File: config.mk
export PLATFORM = sky130hd
export DESIGN_NAME = asteroid_hit_judge
export DESIGN_NICKNAME = d
export VERILOG_FILES = /design/src/rtl/asteroid_pkg.sv /design/src/rtl/hit_box_cmp.sv /design/src/rtl/asteroid_hit_judge.sv
export SDC_FILE = /design/constraint.sdc
export NUM_CORES = 1
export LEC_CHECK = 0
export ABC_AREA = 1
export CELL_PAD_IN_SITES_DETAIL_PLACEMENT = 1
export CELL_PAD_IN_SITES_GLOBAL_PLACEMENT = 1
export CORE_MARGIN = 1.5
export CORE_UTILIZATION = 25
export DETAILED_ROUTE_END_ITERATION = 10
export HOLD_SLACK_MARGIN = 0.05
export PLACE_DENSITY = 0.65
export SLEW_MARGIN = 20
export SYNTH_ARGS = -nofsm -noshare
export SYNTH_HDL_FRONTEND = slang
export SYNTH_SLANG_ARGS = --single-unit
File: constraint.sdc
create_clock -name clock -period 1.3 [get_ports clock]
set_input_delay 0.195 -clock clock [delete_from_list [all_inputs] [get_ports clock]]
set_output_delay 0.195 -clock clock [all_outputs]
set_load 0.03 [all_outputs]
File: src/rtl/asteroid_pkg.sv
// Shared types and constants for the asteroid hit judge.
// ASTEROID_HIT_BCD_EN selects the packed-BCD score helper used by the top.
package asteroid_pkg;

    localparam int unsigned X_W        = 8;
    localparam int unsigned Y_W        = 7;
    localparam int unsigned SCORE_W    = 8;
    localparam int unsigned LIVES_W    = 2;
    localparam int unsigned DEF_RADIUS = 5;

    typedef enum logic [1:0] {
        S_IDLE = 2'b00,
        S_PLAY = 2'b01,
        S_HIT  = 2'b10,
        S_OVER = 2'b11
    } state_e;

    // Two-digit packed BCD increment, saturating at 99.
    function automatic logic [SCORE_W-1:0] bcd_inc(input logic [SCORE_W-1:0] s);
        logic [SCORE_W-1:0] r;
        r = s;
        if (s == 8'h99) begin
            r = s;
        end else if (s[3:0] == 4'd9) begin
            r = {4'(s[7:4] + 4'd1), 4'd0};
        end else begin
            r = {s[7:4], 4'(s[3:0] + 4'd1)};
        end
        return r;
    endfunction

endpackage

File: src/rtl/hit_box_cmp.sv
// Two-stage bullet/asteroid box overlap pipeline with per-stage valid and flush.
module hit_box_cmp
    import asteroid_pkg::*;
#(
    parameter int unsigned RADIUS = DEF_RADIUS
) (
    input  logic           clk_i,
    input  logic           rst_ni,
    input  logic [X_W-1:0] ast_x_i,
    input  logic [Y_W-1:0] ast_y_i,
    input  logic [X_W-1:0] bullet_x_i,
    input  logic [Y_W-1:0] bullet_y_i,
    input  logic           ast_active_i,
    input  logic           bullet_valid_i,
    input  logic           flush_i,
    output logic           hit_o
);

    logic [X_W-1:0] dx_d, dx_q;
    logic [Y_W-1:0] dy_d, dy_q;
    logic           valid1_d, valid1_q;
    logic           hit_d, hit_q;

    // Non-wrapping absolute differences: larger minus smaller.
    always_comb begin
        dx_d     = (ast_x_i >= bullet_x_i) ? (ast_x_i - bullet_x_i) : (bullet_x_i - ast_x_i);
        dy_d     = (ast_y_i >= bullet_y_i) ? (ast_y_i - bullet_y_i) : (bullet_y_i - ast_y_i);
        valid1_d = ast_active_i & bullet_valid_i & ~flush_i;
        hit_d    = valid1_q & ~flush_i
                 & (dx_q <= X_W'(RADIUS))
                 & (dy_q <= Y_W'(RADIUS));
    end

    // Stage 1 distance registers and stage 2 hit register.
    always_ff @(posedge clk_i or negedge rst_ni) begin
        if (!rst_ni) begin
            dx_q     <= '0;
            dy_q     <= '0;
            valid1_q <= 1'b0;
            hit_q    <= 1'b0;
        end else begin
            dx_q     <= dx_d;
            dy_q     <= dy_d;
            valid1_q <= valid1_d;
            hit_q    <= hit_d;
        end
    end

    assign hit_o = hit_q;

endmodule

File: src/rtl/asteroid_hit_judge.sv
// Asteroid hit judge: overlap detection, destroy handshake, score and lives.
// ASTEROID_HIT_BCD_EN: score kept as two packed BCD digits saturating at 8'h99.
module asteroid_hit_judge
    import asteroid_pkg::*;
#(
    parameter int unsigned RADIUS    = DEF_RADIUS,
    parameter int unsigned LIVES     = 3,
    parameter int unsigned SCORE_INC = 1
) (
    input  logic               clock,
    input  logic               reset,
    input  logic               start,
    input  logic [X_W-1:0]     ast_x,
    input  logic [Y_W-1:0]     ast_y,
    input  logic               ast_active,
    input  logic               ast_done,
    input  logic               destroyed,
    input  logic [X_W-1:0]     bullet_x,
    input  logic [Y_W-1:0]     bullet_y,
    input  logic               bullet_valid,
    output logic               destroy,
    output logic               bullet_clear,
    output logic [SCORE_W-1:0] score,
    output logic [LIVES_W-1:0] lives,
    output logic               game_over
);

    state_e               state_q;
    logic                 destroy_q;
    logic                 bullet_clear_q;
    logic [SCORE_W-1:0]   score_q;
    logic [LIVES_W-1:0]   lives_q;
    logic                 game_over_q;
    logic                 hit;
    logic                 flush_c;
    logic [SCORE_W-1:0]   score_inc_c;

    // Pipeline is flushed on the hit-accept cycle and held empty during the handshake.
    assign flush_c = (state_q == S_HIT) | ((state_q == S_PLAY) & hit);

    hit_box_cmp #(
        .RADIUS (RADIUS)
    ) u_hit_box_cmp (
        .clk_i          (clock),
        .rst_ni         (reset),
        .ast_x_i        (ast_x),
        .ast_y_i        (ast_y),
        .bullet_x_i     (bullet_x),
        .bullet_y_i     (bullet_y),
        .ast_active_i   (ast_active),
        .bullet_valid_i (bullet_valid),
        .flush_i        (flush_c),
        .hit_o          (hit)
    );

`ifdef ASTEROID_HIT_BCD_EN
    // Packed-BCD saturating score increment.
    always_comb begin
        score_inc_c = bcd_inc(score_q);
    end
`else
    logic [SCORE_W:0] score_sum_c;

    // Binary saturating score increment.
    always_comb begin
        score_sum_c = {1'b0, score_q} + (SCORE_W+1)'(SCORE_INC);
        score_inc_c = score_sum_c[SCORE_W] ? {SCORE_W{1'b1}} : score_sum_c[SCORE_W-1:0];
    end
`endif

    // Game FSM with registered handshake, score and lives.
    always_ff @(posedge clock or negedge reset) begin
        if (!reset) begin
            state_q        <= S_IDLE;
            destroy_q      <= 1'b0;
            bullet_clear_q <= 1'b0;
            score_q        <= '0;
            lives_q        <= '0;
            game_over_q    <= 1'b0;
        end else begin
            bullet_clear_q <= 1'b0;
            case (state_q)
                S_IDLE, S_OVER: begin
                    if (start) begin
                        state_q     <= S_PLAY;
                        lives_q     <= LIVES_W'(LIVES);
                        score_q     <= '0;
                        game_over_q <= 1'b0;
                        destroy_q   <= 1'b0;
                    end
                end
                S_PLAY: begin
                    if (hit) begin
                        state_q        <= S_HIT;
                        destroy_q      <= 1'b1;
                        bullet_clear_q <= 1'b1;
                    end else if (ast_done) begin
                        if (lives_q != '0) begin
                            lives_q <= lives_q - LIVES_W'(1);
                        end
                        if (lives_q == LIVES_W'(1)) begin
                            state_q     <= S_OVER;
                            game_over_q <= 1'b1;
                        end
                    end
                end
                S_HIT: begin
                    if (destroyed) begin
                        destroy_q <= 1'b0;
                        score_q   <= score_inc_c;
                        state_q   <= S_PLAY;
                    end
                end
                default: begin
                    state_q <= S_IDLE;
                end
            endcase
        end
    end

    assign destroy      = destroy_q;
    assign bullet_clear = bullet_clear_q;
    assign score        = score_q;
    assign lives        = lives_q;
    assign game_over    = game_over_q;

endmodule

==> reports/qor.yml <==
status: "finished, violations left"
violations: "negative setup slack"
period_share: 1.082
start_util: 0.2563
critPathMaxFanout: 3
routed_via_density: 4.434
grt-ovfl-total: 0
first_global_vias: 3371
dr_total_vias: 3144
cap_violations: 0
io_pins: 50
fin_worst_skew_ns: 0.009106
final_cell_mix: "91 x nand2_1, 76 x buf_4, 70 x inv_1"
port_buffers: 49
dpl_cell_area_um2: 4028
synth.cell_area_um2: 2927
synth_warnings: 0
hold_violations: 0
design_area_um2: 4967
end_kind: "flip-flop"
clock_latency_ns: 0.28
wl_per_cell_um: 13.20
cts_buffer_depth: 2
cts_buffers: 5
dr.pass1.iters: 4
clock.fmax_ghz: 0.7110
cts_num_sinks: 30
row_count: 39
die_h_um: 111.2
synthToLayoutAreaGrowth_pct: 69.73
synth_ff_type: "dfrtp_1"
path_clk_slew_ns: 0.06
worstMarginPinSlew_ns: 0.3161
layout_commonest_cell: "nand2_1"
hold_path.class: "in -> async"
dp.cells: 667
leakagePower_nw: 2.519
ant_nets: 0
root_buffer: "clkbuf_16"
crit_type: "reg -> reg"
finalNonFillerCells: 709
final.min_clock_period_ns: 1.407
setup_violations: 14
synth_area_per_cell_um2: 6.774
cts_tree: "yes"
grt_pass1_wl_mm: 15.10
routed_wl_mm: 9.361
drc_errors: 0
syn_nets: 506
core_um2: 11420
synth-seq-cells: 30
synth_cell_types: 29
finish.net_count: 639
drive_above_1_share: 0.4770
die_x_um: 111.2
power.density_nw_per_um2: 962.5
cp.arrival_ns: 1.57
synthCells: 432
layout_setup_ws_ns: -0.1065
ir_drop_mv: 0.8065
grt_antenna_before_repair: 0
die-area_um2: 12360
place_hpwl_mm: 6.751
drv_slew: 0
place_congestion: 0.7709
synthArstFlopShare: 1.000
synth_seq_area_share: 0.2565
diodes: 0
htreeDepth: 2
grt_usage: 0.1467
start_kind: "flip-flop"
cp.required_ns: 1.46
synth-edff-count: 0
slew_headroom: 0.7901
grt_max_degree: 31
rsz0062_at_grt: "yes"
first_iter_violations: 46
[state kept, by name (all words and copies together) (netlist names)]
| name | flops |
|---|---|
| score | 8 |
| lives | 2 |
| u_hit_box_cmp.valid1_q | 1 |
| u_hit_box_cmp.dy_q | 6 |
| u_hit_box_cmp.hit_o | 1 |
| game_over | 1 |
| state_q | 2 |
| destroy | 1 |
| u_hit_box_cmp.dx_q | 7 |
| bullet_clear | 1 |
[metrics by stage]
stage          setup WS [ns]  utilization  setup TNS [ns]  total power [mW]  hold WS, ns
5_1_grt              -0.2288       0.4350          -2.133             5.129       0.3031
4_1_cts             -0.09164       0.4060         -0.5616             4.581       0.2984
2_1_floorplan       -0.03109            -        -0.09979             2.314      -0.1006
3_3_place_gp         -0.7160       0.3527          -9.401             3.002       0.4678
6_report             -0.1065       0.4350         -0.8308             4.781       0.2883
3_5_place_dp         -0.8000       0.3527          -10.70             3.073       0.4873
[critical path, cell delays in order (launching register included)]
cell and delay (ns):
dfrtp_2 0.39, ha_4 0.14, nand4_1 0.24, nor2_2 0.24, nand3_2 0.10, o211ai_1 0.11, nand2_1 0.07
[cells by family (layout without fill, tap and decap cells)]
family                   after synthesis  count (layout)  share of synthesized area
AND/OR/NAND/NOR                      210             210                     0.3202
buffers and inverters                101             235                     0.1385
AO/OA/AOI/OAI                         42              42                    0.08038
adder cells (fa/ha/maj)               37              37                     0.1685
flip-flops                            30              30                     0.2565
XOR/XNOR                              12              12                    0.03591
[repair_timing]
| action | 4_1_cts | 5_1_grt |
|---|---|---|
| endpoints found under the hold margin | 0 | 0 |
| buffers inserted | 21 | 13 |
| setup endpoints to repair | 35 | 31 |
| hold buffers | 0 | 0 |
| resized for setup | 164 | 115 |
| pin swaps | 54 | 53 |
[per-layer routing]
metal,vias to the layer above,track usage,share of wire
met5,-,0,0
met4,0,0.03882,0.014
met3,13,0.02078,0.023
met2,53,0.2798,0.54
met1,1489,0.1697,0.43
li1,1589,-,-
[where the power goes]
group | internal [mW] | switching, mW | total, mW
clock network | 0.756 | 0.420 | 1.18
registers | 1.10 | 0.0721 | 1.17
logic | 1.10 | 1.33 | 2.43
[final cells by class]
type	count	area [um2]
Inverter	97	391.6
Fill cell	1394	6451
Multi-Input combinational cell	301	2461
Sequential cell	30	755.7
Clock inverter	2	12.51
Timing Repair Buffer	130	1028
Tap cell	143	178.9
Clock buffer	6	138.9
[synth_stat cells, types with 2 or more instances]
master   count  share of area
o21ai_2      2         0.0060
nand2_1    121           0.16
dfrtp_1     30           0.26
fa_1         4          0.027
o21ai_1      3         0.0051
buf_6        3          0.012
nor2_2       2         0.0043
xnor2_1      5          0.015
nand3_1     29          0.050
a21oi_1     15          0.026
nand2_2      7          0.015
nor2_4       3          0.012
nor2_1      29          0.037
o21ai_0     19          0.032
nand3_2      5          0.017
ha_1        33           0.14
inv_1       96           0.12
xor2_1       7          0.021
nand4_1      9          0.019
[worst paths after layout]
check,start,end,slack (ns),cells past startpoint
max,score[0]$_DFFE_PN0P_,score[6]$_DFFE_PN0P_,-0.11,6
min,reset,lives[1]$_DFFE_PN0P_,0.29,2
max reg2reg,score[0]$_DFFE_PN0P_,score[6]$_DFFE_PN0P_,-0.11,6
min reg2reg,game_over$_DFFE_PN0P_,game_over$_DFFE_PN0P_,0.49,2
max in group asynchronous,reset,score[1]$_DFFE_PN0P_,0.82,2
min in group clock,ast_y[1],u_hit_box_cmp.dy_q[1]$_DFF_PN0_,0.45,4
Power figures use the tool's default switching activity.
